[config.mk]
export PLATFORM = sky130hd
export DESIGN_NAME = usb_bus_arbiter
export DESIGN_NICKNAME = d
export VERILOG_FILES = /design/src/rtl/usb_bus_arbiter.sv
export SDC_FILE = /design/constraint.sdc
export NUM_CORES = 1
export LEC_CHECK = 0
export ABC_AREA = 1
export ABC_CLOCK_PERIOD_IN_PS = 2500
export BUFFER_PORTS_ARGS = -buffer_cell sky130_fd_sc_hd__buf_2
export CAP_MARGIN = 20
export CORE_MARGIN = 2
export CORE_UTILIZATION = 52
export CTS_CLUSTER_DIAMETER = 50
export DETAILED_ROUTE_END_ITERATION = 10
export HOLD_SLACK_MARGIN = 0.12
export PLACE_DENSITY = 0.76
export SLEW_MARGIN = 5
export SYNTH_ARGS = -nofsm -noshare
export SYNTH_HDL_FRONTEND = slang
export SYNTH_SLANG_ARGS = --single-unit
[constraint.sdc]
create_clock -name clk -period 2.5 [get_ports clk]
set_clock_uncertainty 0.2 [all_clocks]
set_input_delay 0.125 -clock clk [delete_from_list [all_inputs] [get_ports clk]]
set_output_delay 0.125 -clock clk [all_outputs]
set_load 0.03 [all_outputs]
[src/rtl/usb_bus_arbiter.sv]
// usb_bus_arbiter: two-node D+/D- line arbiter with EOP/drop release and turnaround gap; define USB_ARB_TIMEOUT_EN for the grant hold timeout
module usb_bus_arbiter #(
  parameter int FULLSPEED       = 1,
  parameter int TURNAROUND_CLKS = 2,
  parameter int MAX_HOLD_CLKS   = 4096
) (
  input  logic       clk,
  input  logic       nreset,
  input  logic [1:0] req,
  input  logic [1:0] node_oe,
  input  logic [1:0] node_dp,
  input  logic [1:0] node_dm,
  output logic [1:0] gnt,
  output logic       bus_oe,
  output logic       bus_dp,
  output logic       bus_dm,
  output logic       eop_pulse,
  output logic       timeout_err
);
  localparam logic       J_DP      = (FULLSPEED != 0);
  localparam logic       J_DM      = (FULLSPEED == 0);
  localparam logic [3:0] TURN_LOAD = 4'(TURNAROUND_CLKS);

  if (TURNAROUND_CLKS < 1 || TURNAROUND_CLKS > 15 || MAX_HOLD_CLKS < 1 || MAX_HOLD_CLKS > 8191) begin : g_bad_param
    $error("usb_bus_arbiter: parameter out of range");
  end

  typedef enum logic [1:0] {IDLE, GRANT0, GRANT1, TURN} state_t;

  state_t     state, state_nx;
  logic [3:0] turn_cnt, turn_cnt_nx;
  logic [1:0] se0_cnt, se0_cnt_nx;
  logic [1:0] req_ok;
  logic       granted, owner, own_oe, own_dp, own_dm;
  logic       se0, j_seen, eop, drop, hold_hit;
  logic       nx_gr, nx_own, nx_oe;

  assign granted = (state == GRANT0) || (state == GRANT1);
  assign owner   = (state == GRANT1);
  assign own_oe  = node_oe[owner];
  assign own_dp  = node_dp[owner];
  assign own_dm  = node_dm[owner];
  assign se0     = own_oe && !own_dp && !own_dm;
  assign j_seen  = own_oe && (own_dp == J_DP) && (own_dm == J_DM);
  assign eop     = granted && j_seen && (se0_cnt >= 2'd2);
  assign drop    = granted && !req[owner];

  assign se0_cnt_nx = !(granted && se0) ? 2'd0 : (se0_cnt == 2'd3) ? 2'd3 : se0_cnt + 2'd1;

  assign nx_gr  = (state_nx == GRANT0) || (state_nx == GRANT1);
  assign nx_own = (state_nx == GRANT1);
  assign nx_oe  = nx_gr && node_oe[nx_own];

`ifdef USB_ARB_TIMEOUT_EN
  logic [12:0] hold_cnt;
  logic [1:0]  blocked;
  logic        forced;

  assign hold_hit = granted && (hold_cnt == 13'(MAX_HOLD_CLKS - 1));
  assign forced   = hold_hit && !eop && !drop;
  assign req_ok   = req & ~blocked;

  // hold counter, timeout pulse, and lockout until the timed-out node drops its request
  always_ff @(posedge clk or negedge nreset) begin
    if (!nreset) begin
      hold_cnt    <= 13'd0;
      blocked     <= 2'b00;
      timeout_err <= 1'b0;
    end else begin
      hold_cnt    <= granted ? hold_cnt + 13'd1 : 13'd0;
      timeout_err <= forced;
      blocked     <= (blocked & req) | ({owner, !owner} & {2{forced}});
    end
  end
`else
  assign hold_hit    = 1'b0;
  assign req_ok      = req;
  assign timeout_err = 1'b0;
`endif

  // next-state logic: fixed priority to node 0, release into a counted turnaround
  always_comb begin
    state_nx    = state;
    turn_cnt_nx = turn_cnt;
    case (state)
      IDLE: state_nx = req_ok[0] ? GRANT0 : req_ok[1] ? GRANT1 : IDLE;
      GRANT0, GRANT1: begin
        if (eop || drop || hold_hit) begin
          state_nx    = TURN;
          turn_cnt_nx = TURN_LOAD;
        end
      end
      TURN: begin
        turn_cnt_nx = turn_cnt - 4'd1;
        state_nx    = (turn_cnt == 4'd1) ? IDLE : TURN;
      end
      default: state_nx = IDLE;
    endcase
  end

  // state, SE0 tracking and registered outputs driven from the next owner
  always_ff @(posedge clk or negedge nreset) begin
    if (!nreset) begin
      state     <= IDLE;
      turn_cnt  <= 4'd0;
      se0_cnt   <= 2'd0;
      gnt       <= 2'b00;
      bus_oe    <= 1'b0;
      bus_dp    <= J_DP;
      bus_dm    <= J_DM;
      eop_pulse <= 1'b0;
    end else begin
      state     <= state_nx;
      turn_cnt  <= turn_cnt_nx;
      se0_cnt   <= se0_cnt_nx;
      gnt       <= {state_nx == GRANT1, state_nx == GRANT0};
      bus_oe    <= nx_oe;
      bus_dp    <= nx_oe ? node_dp[nx_own] : J_DP;
      bus_dm    <= nx_oe ? node_dm[nx_own] : J_DM;
      eop_pulse <= eop;
    end
  end
endmodule

* Word-level counts from Yosys, hierarchy flattened *
Index checks and enable logic that the tools add are counted.

cells by class
  eq/ne operators = 8
  add/sub/neg operators = 2
  bitwise operators = 1
  $lt $le $gt $ge = 3
  reductions and logical operators = 19
  muxes and demuxes = 25

operators with widths
  operator             number
  $mux 1               16
  $mux 2               6
  $logic_and 1x1->1    9
  $eq 2x2->1 const B   4
  $pmux 4 s2           1
  $pmux 2 s3           1
  $eq 2x1->1 const B   2
  $eq 4x1->1 const B   1
  $lt 1x2->1 const B   2
  $mux 4               1
  $sub 4x1->4 const B  1
  $logic_not 1->1      3
  $logic_or 1x1->1     3
  $add 2x1->2 const B  1
  $ge 2x2->1 const B   1
  $logic_not 2->1      1
  $ne 2x2->1 const B   1
  $reduce_and 2->1     1
  $reduce_bool 2->1    1
  $reduce_or 2->1      1
  $not 1->1            1

storage, ports and cells
  output and inout port bits = 7
  logic and storage cells = 66
  bits in registers = 14

* Logic depth before layout (Yosys ltp) *
  depth in word-level cells = 15
  mapped depth = 16

* Least setup slack after synthesis *
No wires, ideal clock.

  path kind = flip-flop to flip-flop
  start point = register state[1]
  end point = register bus_dm
  data required time = 2.216 ns
  data arrival time = 1.921 ns
  library setup time = 0.084 ns
  slack = 0.295 ns
  clock period less this slack = 2.205 ns
  cell stages (with the launch flop) = 13
  cell sequence = dfrtp_1 inv_1 ha_1 inv_1 a21oi_1 o21ai_1 nand3_1 nand2_1 a21oi_1 ha_1 nor2_1 nor3_2 a21boi_0

between the ends
  longest elaborated chain between the ends = 15
  elaborated cells on any way between the ends = 33
  classes of those cells = 5 x eq/ne; 15 x mux; 1 x bitwise; 12 x reduce/logical

RTL lines
  item                                            line        text
  from (decl)                                     30          state_t state, state_nx;
  from (signal assigned)                          113         state <= state_nx;
  $eq 2x2->1                                      38, 39, 85
  $mux 1 (on tied branches) (2 in a row)          40, 41, 42
  $logic_and 1x1->1 or $not 1->1 (tied branches)  44          assign j_seen = own_oe && (own_dp == J_DP) && (own_dm == J_DM);
  $logic_and 1x1->1                               44
  $logic_and 1x1->1 (2 in a row)                  45          assign eop = granted && j_seen && (se0_cnt >= 2'd2);
  $logic_or 1x1->1                                88          if (eop || drop || hold_hit) begin
  $mux 2                                          88
  $pmux 2 s3 (*)                                  85          case (state)
  net state_nx[1]                                 30
  $eq 2x2->1 (*)                                  51          assign nx_own = (state_nx == GRANT1);
  net nx_own                                      36          logic nx_gr, nx_own, nx_oe;
  $mux 1 (not written as such) (2 in a row)       52          assign nx_oe = nx_gr && node_oe[nx_own];
  $logic_and 1x1->1 (*)                           52
  net nx_oe                                       36
  $mux 1 (*)                                      119         bus_dm <= nx_oe ? node_dm[nx_own] : J_DM;
  to (signal assigned)                            119
  to (decl)                                       16          output logic bus_dm,

The timed path passes the listed nets; every way through them passes the cells marked *. The select of a mux whose other input is x is not followed.
A chain may end at the register's enable or synchronous reset.

* Final worst setup path *
  start point = register state[1]
  end point = register bus_dm

between the ends
  longest elaborated chain between the ends = 15
  elaborated cells on any way between the ends = 33
  classes of those cells = 5 x eq/ne; 15 x mux; 1 x bitwise; 12 x reduce/logical

RTL lines
  item                                            line
  $eq 2x2->1                                      38, 39, 85
  $mux 1 (on tied branches) (2 in a row)          40, 41, 42
  $logic_and 1x1->1 or $not 1->1 (tied branches)  44
  $logic_and 1x1->1                               44
  $logic_and 1x1->1 (2 in a row)                  45
  $logic_or 1x1->1                                88
  $mux 2                                          88
  $pmux 2 s3 (*)                                  85
  net state_nx[1]                                 30
  $eq 2x2->1                                      50, 51
  $mux 1 (not written as such) (2 in a row)       52
  $logic_and 1x1->1 (*)                           52
  net nx_oe                                       36
  $mux 1 (*)                                      119

Marks and branches as above.

==> impl_metrics.ini <==
[synthesis]
synth_warnings = 0
avgSynthCellArea_um2 = 8.29
syn_nets = 116
ys.flop_type = dfrtp_1
ys_seq_area_share_pct = 42.8
synth_area_leaders = dfrtp_1 (40%), ha_1 (11%), nand2_1 (10%)
syn_area_um2 = 821
synth_seq_cells = 14
yosys.area.top_type = dfrtp_1
async_reset_ff_share_pct = 100
yosys.cell_types.count = 23
synth_edf_count = 0
synth_top_area_share_pct = 39.6
synth_cells = 99

[timing]
finalSetupViolCount = 0
max_freq_mhz = 418
fin_tns_setup_ps = 0
maxSlewHeadroom_pct = 59.5
hold_violations = 0
slew_violations = 0
min_period_ps = 2390
tightest_slew_ps = 606
grt_setup_unrepaired = no
fin_crit_sh_pct = 95.6
worst_hold_slack_ps = 257

[hold_path]
holdCritPathClass = reg2reg
holdPathEnd = se0_cnt[0]$_DFF_PN0_
min_from = se0_cnt[0]$_DFF_PN0_
worstHoldPathCells = 1

[pwr]
p_leak_nw = 0.584
power.density_nw_per_um2 = 1360
vdd.ir_drop.worst_uv = 1040
power_mw = 1.56

[global_route]
grt_max_degree = 14
grtUsageTotal_pct = 22.1
grt_pass1_wl_mm = 3.09
gr-total-overflow = 0
grt_pass1_vias = 724
grt_antenna_before_repair = 0

[route]
wl_per_cell_um = 12.7
drc_errors = 0
drtAntennaViolNets = 0
routed_wl_mm = 1.89
dr_total_vias = 762
first_pass_iters = 4
via_per_inst = 5.11
drtIter0Drc = 15

[final_layout]
areaGrowthSynthToFinish_pct = 39.5
final_util_pct = 76.9
stdcell_area_um2 = 1140
drive_gt1_share_pct = 30.8
n_antenna_cell = 0
final_cell_mix = nand2_1 (22), buf_2 (15), inv_1 (13), dfrtp_1 (13), dlygate4sd3_1 (13)
nets = 151
final_common_cell = nand2_1

[critical_path]
crit_arrival_ps = 2410
required_ps = 2520
startpoint = state[1]$_DFF_PN0_
r2r-start = state[1]$_DFF_PN0_
worstSetupPathType = reg2reg
reg2reg_slack_ps = 110
cp-start-kind = flop
crit_fanout = 5
r2r_end = bus_dm$_DFF_PN0_
worst_setup_path_end_kind = flop
r2r_cells = 11

[clocking]
clk_latency_ps = 290
cts_buffers = 3
cts_tree = done
htree_levels = 1
cts.sink_count = 14
clkTransAtPathRegs_ps = 90
cts-root-buf = clkbuf_4
cts.path.max_buffers = 2

[die]
num_rows = 14
initial_core_util_pct = 55.1
die_area_um2 = 1910
die_width_um = 43.7
die_y_um = 43.7
io_pins = 17
core-area_um2 = 1490

[place]
place_congestion = 0.802
dpl_cell_area_um2 = 916
io_buffer_count = 15
place.detailed.hpwl_mm = 1.13

[flow_run]
maxCapViolCount = 0

[outcome]
status = complete, no violations
==> what timing repair did <==
item	CTS	global route
endpoints found under the setup margin	0	3
hold endpoints to repair	22	0
hold buffers	13	0
buffers inserted	0	2
resized for setup	0	11
==> worst max-delay path by stage <==
stage / slack (ps) / end / depth (start not counted)
after global routing: 3 / bus_dm$_DFF_PN0_ / 14
after floorplan: 300 / bus_dm$_DFF_PN0_ / 12
after CTS: 40 / bus_dm$_DFF_PN0_ / 11
final: 110 / bus_dm$_DFF_PN0_ / 11
after detailed placement: 80 / bus_dm$_DFF_PN0_ / 11
after global placement: 200 / bus_dm$_DFF_PN0_ / 13
==> through the flow <==
stage / cells / setup WS, ps
after global routing: 149 / 2.67
after global placement: 130 / 196
after CTS: 147 / 42.0
final: 149 / 110
after detailed placement: 130 / 80.4
after floorplan: 99 / 295
==> metal layers <==
metal	global-route usage (%)	vias to the layer above	wire length, um	share of wire (%)
met2	32.9	19	887	47
met1	29.1	356	880	46
met3	2.92	9	48	2.5
li1	-	378	-	-
met4	16.4	0	76	4.0
met5	0	-	0	0
==> registers in the layout, indices dropped and copies added, names as in the netlist <==
name and flops:
turn_cnt 4, bus_dm 1, eop_pulse 1, bus_oe 1, se0_cnt 2, gnt 2
state 2, bus_dp 1
==> cell type report <==
cell class | instances | area [um^2]
timing repair buffer | 31 | 228
tap | 16 | 20.0
inverter | 16 | 65.1
clock buffer | 4 | 36.3
sequential | 14 | 352
multi-input combinational | 68 | 444
fill | 87 | 344
==> synthesized netlist by cell type, types with 2 or more instances <==
library cell  number
a21oi_1            6
nor2_1             9
nand2_2            4
dfrtp_1           13
nand3b_1           2
ha_1               7
inv_1             14
nand2_1           22
xnor2_1            2
nand3_1            7
==> critical path, stage by stage, from the launching register on <==
cell and delay [ps]:
dfrtp_1 390, inv_1 100, ha_4 300, inv_1 60
a21oi_2 120, o21ai_2 90, nand3_1 80, nand2_1 80
a21oi_2 160, ha_2 310, nor3_4 240, a21boi_1 190
==> cells by family (layout without fill, tap and decap cells) <==
kind of cell	after synthesis	after routing	share of synthesized area [%]
fa+ha+maj	7	7	10.7
xor+xnor	2	2	2.13
other cells	1	1	0.457
simple gates	49	49	29.0
flops	14	14	42.8
buf+inv	17	51	8.84
compound gates	9	9	6.10
==> where the power goes <==
group          switching, mW  internal (mW)  leakage [nW]  total [mW]
sequential            0.0445          0.310         0.179       0.355
clock                 0.0787         0.0888        0.0210       0.167
combinational          0.609          0.430         0.384        1.04
(Power assumes the default switching activity.)
